`src/rtl/equilibrium_maxxing_pkg.sv`:
```
// Shared types and constants for the equilibrium_maxxing referee datapath.
package equilibrium_maxxing_pkg;
   localparam int         ANG_W     = 8;
   localparam int         SCORE_W   = 8;
   localparam logic [7:0] LFSR_TAPS = 8'hB8;  // taps 8,6,5,4

   typedef enum logic [2:0] {
      S_IDLE = 3'd0,
      S_PREP = 3'd1,
      S_WAIT = 3'd2,
      S_PLAY = 3'd3
   } state_t;
endpackage

```
`src/rtl/equilibrium_maxxing_lfsr.sv`:
```
// 8-bit Fibonacci LFSR target generator; one step per adv_i, never reaches 0.
module equilibrium_maxxing_lfsr
   import equilibrium_maxxing_pkg::*;
#(
   parameter logic [7:0] SEED = 8'hA5
) (
   input  logic       clock,
   input  logic       reset,
   input  logic       adv_i,
   output logic [7:0] val_o
);
   logic [7:0] lfsr_q;

   always_ff @(posedge clock or posedge reset) begin
      if (reset) begin
         lfsr_q <= SEED;
      end else if (adv_i) begin
         lfsr_q <= {lfsr_q[6:0], ^(lfsr_q & LFSR_TAPS)};
      end
   end

   assign val_o = lfsr_q;
endmodule

```
`src/rtl/equilibrium_maxxing_juiz.sv`:
```
// Referee: prep timer, target latch, hold/timeout judging and saturating score.
// Optional macro EQUILIBRIUM_MAXXING_DIFICULDADE_EN shrinks tolerance as the score grows.
module equilibrium_maxxing_juiz
   import equilibrium_maxxing_pkg::*;
#(
   parameter int         PREP_CYCLES    = 50000000,
   parameter int         HOLD_CYCLES    = 25000000,
   parameter int         TIMEOUT_CYCLES = 500000000,
   parameter int         TOL            = 8,
   parameter logic [7:0] LFSR_SEED      = 8'hA5
) (
   input  logic               clock,
   input  logic               reset,
   input  logic               external,
   input  logic               reset_nivel,
   input  logic               reset_prep_cnt,
   input  logic               gerar_nova_jogada,
   input  logic               conta_nivel,
   input  logic [ANG_W-1:0]   angulo,
   output logic               prep_done,
   output logic               ponto_evento,
   output logic               acerto,
   output logic [ANG_W-1:0]   alvo,
   output logic [SCORE_W-1:0] pontuacao,
   output logic [2:0]         db_estado
);
   localparam logic [31:0] PREP_LAST = PREP_CYCLES - 1;
   localparam logic [31:0] HOLD_LAST = HOLD_CYCLES - 1;
   localparam logic [31:0] TMO_LAST  = TIMEOUT_CYCLES - 1;

   state_t             state_q;
   logic [31:0]        prep_cnt_q, hold_cnt_q, tmo_cnt_q;
   logic               prep_done_q, ponto_q, acerto_q;
   logic [ANG_W-1:0]   alvo_q;
   logic [SCORE_W-1:0] score_q;
   logic [ANG_W-1:0]   lfsr_val;
   logic               lfsr_adv;
   logic [ANG_W:0]     ang_ext, alvo_ext, diff, tol_eff;
   logic               in_tol, hit, timeout;

   assign lfsr_adv = external && (state_q == S_PREP) && gerar_nova_jogada;

   equilibrium_maxxing_lfsr #(.SEED(LFSR_SEED)) u_lfsr (
      .clock (clock),
      .reset (reset),
      .adv_i (lfsr_adv),
      .val_o (lfsr_val)
   );

`ifdef EQUILIBRIUM_MAXXING_DIFICULDADE_EN
   int tol_shrunk;
   always_comb begin
      tol_shrunk = TOL - int'(score_q >> 2);
      tol_eff    = (tol_shrunk < 1) ? 9'd1 : 9'(tol_shrunk);
   end
`else
   assign tol_eff = 9'(TOL);
`endif

   // 9-bit magnitude so the difference never wraps
   always_comb begin
      ang_ext  = {1'b0, angulo};
      alvo_ext = {1'b0, alvo_q};
      diff     = (ang_ext >= alvo_ext) ? (ang_ext - alvo_ext) : (alvo_ext - ang_ext);
      in_tol   = (diff <= tol_eff);
      hit      = in_tol && (hold_cnt_q == HOLD_LAST);
      timeout  = (tmo_cnt_q == TMO_LAST);
   end

   always_ff @(posedge clock or posedge reset) begin
      if (reset) begin
         state_q     <= S_IDLE;
         prep_cnt_q  <= '0;
         hold_cnt_q  <= '0;
         tmo_cnt_q   <= '0;
         prep_done_q <= 1'b0;
         ponto_q     <= 1'b0;
         acerto_q    <= 1'b0;
         alvo_q      <= '0;
         score_q     <= '0;
      end else begin
         ponto_q <= 1'b0;
         if (!external) begin
            state_q     <= S_IDLE;
            prep_cnt_q  <= '0;
            hold_cnt_q  <= '0;
            tmo_cnt_q   <= '0;
            prep_done_q <= 1'b0;
         end else begin
            case (state_q)
               S_IDLE: begin
                  state_q    <= S_PREP;
                  prep_cnt_q <= '0;
               end
               S_PREP: begin
                  if (gerar_nova_jogada) begin
                     state_q     <= S_WAIT;
                     alvo_q      <= lfsr_val;
                     prep_done_q <= 1'b0;
                     hold_cnt_q  <= '0;
                     tmo_cnt_q   <= '0;
                  end else if (reset_prep_cnt) begin
                     prep_cnt_q <= '0;
                  end else if (prep_cnt_q == PREP_LAST) begin
                     prep_done_q <= 1'b1;
                  end else begin
                     prep_cnt_q <= prep_cnt_q + 32'd1;
                  end
               end
               S_WAIT: begin
                  hold_cnt_q <= '0;
                  tmo_cnt_q  <= '0;
                  if (conta_nivel) state_q <= S_PLAY;
               end
               S_PLAY: begin
                  if (conta_nivel) begin
                     if (hit || timeout) begin
                        // a hit on the final timeout cycle still counts
                        ponto_q    <= 1'b1;
                        acerto_q   <= hit;
                        if (hit && score_q != 8'hFF) score_q <= score_q + 8'd1;
                        state_q    <= S_PREP;
                        prep_cnt_q <= '0;
                        hold_cnt_q <= '0;
                        tmo_cnt_q  <= '0;
                     end else begin
                        hold_cnt_q <= in_tol ? hold_cnt_q + 32'd1 : '0;
                        tmo_cnt_q  <= tmo_cnt_q + 32'd1;
                     end
                  end
               end
               default: state_q <= S_IDLE;
            endcase
         end
         if (reset_nivel) score_q <= '0;
      end
   end

   assign prep_done    = prep_done_q;
   assign ponto_evento = ponto_q;
   assign acerto       = acerto_q;
   assign alvo         = alvo_q;
   assign pontuacao    = score_q;
   assign db_estado    = state_q;
endmodule

```
`config.mk`:
```
export PLATFORM = sky130hd
export DESIGN_NAME = equilibrium_maxxing_juiz
export DESIGN_NICKNAME = d
export VERILOG_FILES = /design/src/rtl/equilibrium_maxxing_pkg.sv /design/src/rtl/equilibrium_maxxing_lfsr.sv /design/src/rtl/equilibrium_maxxing_juiz.sv
export SDC_FILE = /design/constraint.sdc
export NUM_CORES = 1
export LEC_CHECK = 0
export BUFFER_PORTS_ARGS = -buffer_cell sky130_fd_sc_hd__buf_2
export CAP_MARGIN = 10
export CORE_UTILIZATION = 34
export CTS_BUF_LIST = sky130_fd_sc_hd__clkbuf_16
export DETAILED_ROUTE_END_ITERATION = 16
export PLACE_DENSITY_LB_ADDON = 0.15
export SLEW_MARGIN = 5
export SYNTH_ARGS = -nofsm -noshare
export SYNTH_HDL_FRONTEND = slang
export SYNTH_HIERARCHICAL = 1
export SYNTH_SLANG_ARGS = --single-unit
export TNS_END_PERCENT = 10
```
`constraint.sdc`:
```
create_clock -name clock -period 6.71 [get_ports clock]
set_clock_uncertainty 0.1 [all_clocks]
set_input_delay 0.671 -clock clock [delete_from_list [all_inputs] [get_ports clock]]
set_output_delay 0.671 -clock clock [all_outputs]
set_load 0.05 [all_outputs]
```
# == Word level (Yosys, flattened, before mapping) ==
# Cells that the tools add are included.
# totals
register_bits,126
input_bits,15
out_inout_bits,22
word_cells,94
# classes
addsub,6
n_eq_ne,18
n_lt_le_gt_ge,2
muxes,39
reduce_logical,19
# op_table
op,n
$mux W32,14
$pmux W32 S3,3
$add A32 B1 Y32 const B,3
$mux W8,6
$eq A32 B25 Y1 const B,1
$eq A32 B26 Y1 const B,1
$eq A32 B29 Y1 const B,1
$sub A8 B8 Y9,2
$mux W3,5
$ne A3 B3 Y1 const B,5
$pmux W3 S4,1
$reduce_and A5 Y1,2
$reduce_bool A2 Y1,5
$le A9 B4 Y1 const B,1
$mux W1,9
$mux W9,1
$reduce_and A3 Y1,3
$add A8 B1 Y8 const B,1
$ge A8 B8 Y1,1
$ne A4 B1 Y1 const B,2
$ne A8 B8 Y1 const B,1
$reduce_and A4 Y1,2
$reduce_xor A8 Y1,1
$eq A3 B2 Y1 const B,2
8 further kinds,11

# == Logic depth before layout (Yosys ltp) ==
# Gate-level depths: netlist (run 1).
# depth
word_depth,11
ltp_mapped,13
mapped_depth_nobuf,10

# == Modules after synthesis ==
# The synthesis (run 1) kept the hierarchy.
# by_module_without_submodules
module,area_each_um2,cells_each,seq_area_each_um2,n_inst
equilibrium_maxxing_juiz,7140.6,794,2927.8,1
equilibrium_maxxing_lfsr,327.8,22,205.2,1

# == Worst setup path after synthesis (run 1) ==
# No wires, ideal clock.
# synth_path
path_type,input to register
start,in angulo[1]
end,reg prep_cnt_q[0]
slack_ps,3345
setup_ps,125
required_ps,6485
stages,10
arrival_ps,3141
path_buffers,0
cell_sequence,inv_1 > ha_1 > nor2b_4 > or2_1 > or3_1 > a211oi_2 > nor2_2 > a221o_2 > a21oi_2 > mux2_2
# synth_via
elab_chain_len,7
word_cells_on_any_way,9
cone_classes,add/sub: 2; order compare: 2; eq/ne: 1; mux: 1; reduce/logical: 3
# synth_lines
item,line,source
start: declaration,equilibrium_maxxing_juiz.sv:19,"input logic [ANG_W-1:0] angulo,"
$sub A8 B8 Y9 or $ge A8 B8 Y1 (tied branches),equilibrium_maxxing_juiz.sv:64,diff = (ang_ext >= alvo_ext) ? (ang_ext - alvo_ext) : (alvo_ext - ang_ext);
$mux W9 (*),equilibrium_maxxing_juiz.sv:64,
$le A9 B4 Y1 (*),equilibrium_maxxing_juiz.sv:65,in_tol = (diff <= tol_eff);
$logic_and A1 B1 Y1 (*),equilibrium_maxxing_juiz.sv:66,hit = in_tol && (hold_cnt_q == HOLD_LAST);
$logic_or A1 B1 Y1 (*),equilibrium_maxxing_juiz.sv:117,if (hit || timeout) begin
$ne A3 B3 Y1 (no source line) (*),n/a,
$reduce_and A5 Y1 (no source line) (*),n/a,
end signal: assignment,equilibrium_maxxing_juiz.sv:107,prep_cnt_q <= prep_cnt_q + 32'd1;
end: declaration,equilibrium_maxxing_juiz.sv:32,"logic [31:0] prep_cnt_q, hold_cnt_q, tmo_cnt_q;"
# Mark *: on every way between the ends. The rest lies on a longest branch, timed or not.
# A chain may end at the register's enable or synchronous reset.

# == Final worst setup path (run 1) ==
# layout_path
start,"reg alvo_q[4], in the netlist alvo[4]"
end,reg prep_cnt_q[0]
# layout_via
elab_chain_len,7
word_cells_on_any_way,9
cone_classes,add/sub: 2; order compare: 2; eq/ne: 1; mux: 1; reduce/logical: 3
# layout_lines
item,line,source
start: declaration,equilibrium_maxxing_juiz.sv:34,logic [ANG_W-1:0] alvo_q;
start signal: assignment,equilibrium_maxxing_juiz.sv:98,alvo_q <= lfsr_val;
$sub A8 B8 Y9 or $ge A8 B8 Y1 (tied branches),equilibrium_maxxing_juiz.sv:64,
$mux W9 (*),equilibrium_maxxing_juiz.sv:64,
$le A9 B4 Y1 (*),equilibrium_maxxing_juiz.sv:65,
$logic_and A1 B1 Y1 (*),equilibrium_maxxing_juiz.sv:66,
$logic_or A1 B1 Y1 (*),equilibrium_maxxing_juiz.sv:117,
$ne A3 B3 Y1 (no source line) (*),n/a,
$reduce_and A5 Y1 (no source line) (*),n/a,
# Marks and branches as above.

==> results of run 1 <==
[power breakdown]
part	leakage [nW]	internal, mW	total [mW]	switching (mW)
registers	1.72	0.803	0.848	0.0451
clock network	0.323	0.697	1.06	0.361
logic	1.56	0.254	0.770	0.516
[layout by cell type, fill, tap and decap left out, types with 4 or more instances in the layout]
master / Yosys / layout
or3_1: 13 / 13
a31oi_1: 6 / 6
mux2_2: 16 / 16
o31ai_1: 6 / 6
mux2i_1: 10 / 10
nor4b_1: 5 / 5
o221ai_1: 5 / 5
a32o_1: 16 / 16
a22o_1: 4 / 4
ha_1: 23 / 23
nor4_1: 12 / 12
xnor2_1: 19 / 19
o22ai_1: 8 / 8
dfrtp_1: 121 / 121
nand2_1: 67 / 67
clkbuf_16: 0 / 17
xor2_1: 38 / 38
and3_1: 15 / 15
a21oi_1: 48 / 48
a21o_1: 8 / 8
nor2b_1: 4 / 4
nor3_1: 23 / 23
nand3_1: 55 / 55
or4_1: 5 / 5
nand2b_1: 7 / 7
dfstp_2: 4 / 4
buf_2: 12 / 35
nor2_1: 69 / 69
o21ai_0: 36 / 36
and4_1: 5 / 5
inv_1: 41 / 42
buf_4: 2 / 7
bufinv_16: 0 / 6
nand4_1: 27 / 27
[kinds of logic (layout without fill, tap and decap cells)]
kind of cell               Yosys count  in the layout  synth area share [%]
AOI/OAI and AO/OA                  179            179                  16.5
buffers and inverters               79            116                  4.69
xor gates and xnor gates            57             57                  6.68
muxes                               26             26                  3.75
DFF                                125            125                  42.0
adders and majority gates           23             23                  3.85
and+or+nand+nor                    326            326                  22.5
other                                1              1                0.0502
[layer usage]
| layer | track usage [%] | part of all wire (%) |
|---|---|---|
| met1 | 23.5 | 52 |
| met2 | 24.9 | 43 |
| met3 | 3.91 | 3.4 |
| met4 | 5.86 | 1.2 |
| met5 | 0 | 0 |
[state kept, by name, indices dropped and copies added, names as in the netlist]
signal        cells
tmo_cnt_q        32
pontuacao         8
prep_done         1
db_estado         2
acerto            1
alvo              8
ponto_evento      1
prep_cnt_q       32
hold_cnt_q       32
u_lfsr/val_o      8
[area by class of cell]
cell class              instances  area (um^2)  share of cell area [%]
multi-input cells             612         4000                    46.8
flip-flops and latches        125         3130                    36.7
clock buffers                  17          425                    4.98
well taps                     275          344                    4.03
clock inverters                15          245                    2.87
repair buffers                 43          239                    2.80
inverters                      41          156                    1.83
[worst paths after layout]
check / start / slack [ns] / end / depth (start not counted)
max in group asynchronous: reset / 4.96 / tmo_cnt_q[24] / 3
min: reset / 0.11 / u_lfsr/val_o[3] / 2
min in group clock: prep_cnt_q[26] / 0.40 / prep_cnt_q[26] / 1
max: alvo[4] / 3.15 / prep_cnt_q[0] / 8
min reg2reg: prep_cnt_q[26] / 0.40 / prep_cnt_q[26] / 1
max reg2reg: alvo[4] / 3.15 / prep_cnt_q[0] / 8
[stage by stage]
step,std cells,setup slack (ns),hold slack (ns),util [%],instance area (um^2)
floorplan,816,2.84,0.373,-,7470
global placement,1095,2.75,0.397,36.9,7860
detailed placement,1095,2.61,0.400,36.9,7860
CTS,1127,2.99,0.110,40.1,8530
global route,1128,2.85,0.129,40.1,8540
finish,1128,3.15,0.113,40.1,8540
[critical path: stages (launching register included)]
cell and delay [ns]:
dfrtp_1 0.43, ha_1 0.46, nand3_1 0.15, a211oi_1 0.58, a2bb2oi_1 0.25, nor2_1 0.12
a221o_2 0.53, a21oi_2 0.44, mux2_2 0.38
==> results_dict.tcl, run 1 <==
set metrics [dict create \
    relSlewSlack_pct 23.3 \
    drive_gt1_share_pct 13.6 \
    outcome "complete, no violations" \
    synth_top_area_share_pct 40.5 \
    clock_sinks 125 \
    first_iter_violations 342 \
    worst_ep_arrival_time_ns 3.77 \
    hold_viol_final 0 \
    fill_cells 2150 \
    layout.nets 878 \
    grt_max_degree 69 \
    tightest_slew_ns 1.15 \
    syn_nets 854 \
    cp-end-kind "register" \
    via_per_inst 5.35 \
    ctsLongestPathBuffers 2 \
    clkLatencyLatePin_ns 0.43 \
    htreeDepth 4 \
    power_mw 2.68 \
    first_pass_iters 5 \
    fin_crit_ns 3.56 \
    antenna_found_initial 0 \
    die-height_um 150 \
    initial_utilization_pct 35.1 \
    grt_overflow_total 0 \
    path_max_fanout 14 \
    wl_per_cell_um 15.6 \
    synthCells 816 \
    wl_mm 17.6 \
    die_area_mm2 0.0226 \
    start_kind "register" \
    clk_pin_slew_worst_paths_ns 0.07 \
    synth_cell_types 75 \
    cts_buffers 17 \
    finalSetupViolCount 0 \
    grt_pass1_wl_mm 30.0 \
    synth-edff-count 0 \
    ios 37 \
    tns_ns 0 \
    worstSetupPathType "reg -> reg" \
    ir_drop_v 0.000175 \
    seq_area_frac_synth_pct 42.0 \
    vias 6035 \
    cts_setup_buffers 0 \
    required_ns 6.92 \
    fp.dieW_um 150 \
    portBuffers 35 \
    core.rowCount 53 \
    cts_hold_buf 0 \
    globalplace.congestion 0.810 \
    powerDensity_mw_per_mm2 313 \
    cts-root-buf "clkbuf_16" \
    dp_hpwl_mm 11.5 \
    cts_tree "done" \
    drcViolationCount 0 \
    synth_top_area_cell "dfrtp_1" \
    synth-main-ff-cell "dfrtp_1" \
    finalCritPeriodShare_pct 53.1 \
    final_max_slew_viol_count 0 \
    grt_use_total_pct 16.7 \
    synthTopCellsByArea "dfrtp_1 (41%), xor2_1 (4.5%), ha_1 (3.9%)" \
    min_path_type "in -> async" \
    yosys_warnings 6 \
    synth_most_common_cell "dfrtp_1" \
    fmax_mhz 281 \
    post_cts_resized 0 \
    syn_area_mm2 0.00747 \
    avgSynthCellArea_um2 9.15 \
    drv_cap 0 \
    first_global_vias 5926 \
    diodes 0 \
    leakage_nw 3.60 \
    core-area_mm2 0.0213 \
    ys_ff_latch 125 \
    synth_async_sr_flop_share_pct 100 \
    ys_top_cells_by_count "dfrtp_1 (121), nor2_1 (69), nand2_1 (67)" \
    syn2layout_area_growth_pct 14.4 \
    antenna_left 0 \
    rsz0062_at_grt "no" \
]
No activity file was read; power rests on OpenSTA's default activity.
==> run 2: changes to the inputs <==
==> constraint.sdc (replaced) <==
create_clock -name clock -period 3.1 [get_ports clock]
set_clock_uncertainty 0.1 [all_clocks]
set_input_delay 0.31 -clock clock [delete_from_list [all_inputs] [get_ports clock]]
set_output_delay 0.31 -clock clock [all_outputs]
set_load 0.05 [all_outputs]
==> results_dict.tcl, run 2 (synthesis results as in run 1) <==
set metrics [dict create \
    core.rowCount 53 \
    worst_ep_arrival_time_ns 3.27 \
    layout.nets 958 \
    ir_drop_v 0.000358 \
    first_global_vias 6012 \
    p_sw_share_pct 35.8 \
    first_pass_iters 5 \
    hold_viol_final 0 \
    cts_tree "done" \
    path_max_fanout 6 \
    path_cells "ha_4, nor2b_4, or2_4, a311oi_4, o32ai_2, nand4b_1, buf_4, a221oi_4, buf_4, buf_12, buf_4, o21ai_0, a32o_1" \
    final_common_cell "dfrtp_1" \
    clkLatencyLatePin_ns 0.43 \
    tightest_slew_ns 0.673 \
    final_cell_mix "dfrtp_1 (120), buf_4 (78), nor2_1 (68), nand2_1 (67), nand3_1 (54)" \
    cpMostUsedCell "buf_4" \
    fin_cells 1209 \
    antenna_left 0 \
    slowest_delay_ns 0.41 \
    relSlewSlack_pct 55.2 \
    drcViolationCount 0 \
    wl_per_cell_um 15.8 \
    p_int_mw 3.93 \
    syn2layout_area_growth_pct 26.3 \
    clock_sinks 125 \
    die_area_mm2 0.0226 \
    core-area_mm2 0.0213 \
    drv_cap 0 \
    grt_use_total_pct 17.1 \
    fin_crit_ns 3.05 \
    required_ns 3.31 \
    power_mw 6.12 \
    wl_mm 19.1 \
    powerDensity_mw_per_mm2 649 \
    drive_gt1_share_pct 24.1 \
    clkPwrFrac_pct 34.6 \
    fp.dieW_um 150 \
    ctsLongestPathBuffers 2 \
    initial_utilization_pct 35.1 \
    cp-end-kind "register" \
    portBuffers 35 \
    final_max_slew_viol_count 0 \
    rsz0062_at_grt "yes" \
    first_iter_violations 305 \
    comb_power_share_pct 35.5 \
    min_path_type "in -> reg" \
    slowest_stage "dfrtp_1" \
    finalSetupViolCount 0 \
    grt_max_degree 51 \
    start_kind "register" \
    finalCritPeriodShare_pct 98.5 \
    antenna_found_initial 1 \
    via_per_inst 5.33 \
    worstSetupPathType "reg -> reg" \
    seqPwrFrac_pct 29.9 \
    cts-root-buf "clkbuf_16" \
    power.switching_mw 2.19 \
    ios 37 \
    grt_pass1_wl_mm 30.4 \
    reg.largest.list "hold_cnt_q: 32 flops, prep_cnt_q: 32 flops, tmo_cnt_q: 32 flops" \
    place_inst 1154 \
    grt_overflow_total 0 \
    die-height_um 150 \
    outcome "complete, no violations" \
    leakage_nw 3.98 \
    cts_buffers 17 \
    vias 6449 \
    fmax_mhz 327 \
    clk_pin_slew_worst_paths_ns 0.06 \
    globalplace.congestion 0.780 \
    htreeDepth 4 \
    dp_hpwl_mm 12.4 \
]
==> run 2: critical path: cells and delay by family, from the launching register on <==
kind	cells	cell delay (ns)
AOI/OAI and AO/OA	5	0.91
adders and majority gates	1	0.22
buffers and inverters	4	0.63
DFF	1	0.41
and+or+nand+nor	3	0.66
==> run 2: worst paths after layout <==
kind	slack (ns)	start	depth (start not counted)	to
max reg2reg	0.05	alvo[1]	13	prep_cnt_q[19]
min	0.06	reset_nivel	2	pontuacao[4]
min in group asynchronous	0.22	reset	3	alvo[4]
max	0.05	alvo[1]	13	prep_cnt_q[19]
min reg2reg	0.40	prep_done	2	prep_done
max in group asynchronous	1.82	reset	4	tmo_cnt_q[29]
==> run 2: layer usage <==
metal  vias up  GRT usage (%)  share of wire [%]
met1      3150           23.8                 49
met2        88           25.9                 47
met5         -              0                  0
met4         0           6.31                1.2
li1       3194              -                  -
met3        17           3.45                3.3
==> run 2: area by class of cell <==
type	instances	area, um^2
diodes	1	2.50
clock buffers	17	425
multi-input cells	615	4290
repair buffers	120	878
clock inverters	15	195
fillers	2058	11900
flip-flops and latches	125	3130
inverters	41	158
well taps	275	344
==> run 2: timing repair <==
action,4_1_cts,5_1_grt
cloned,0,4
hold endpoints to repair,34,0
hold buffers,1,0
setup buffers,3,14
setup endpoints to repair,90,95
gates resized for setup,5,43
pin swaps,1,22
==> run 2: power by group through the flow <==
stage	registers, mW	logic (mW)	clock network (mW)
after floorplan	1.99	1.13	0
after global routing	1.84	2.38	2.25
after global placement	1.85	1.90	0
after CTS	1.82	1.92	2.18
final	1.83	2.18	2.12
after detailed placement	1.85	1.89	0
==> run 2: stage by stage <==
stage / TNS (ns) / hold slack [ns] / setup slack [ns] / utilization, % / area (um^2)
2_1_floorplan: -6.66 / 0.0228 / -0.242 / - / 7470
3_3_place_gp: -6.62 / 0.114 / -0.143 / 39.2 / 8340
3_5_place_dp: -8.65 / 0.113 / -0.198 / 39.2 / 8340
4_1_cts: -0.0335 / 0.0429 / -0.0178 / 42.4 / 9020
5_1_grt: -1.14 / 0.0525 / -0.0846 / 44.3 / 9430
6_report: 0 / 0.0599 / 0.0463 / 44.3 / 9430
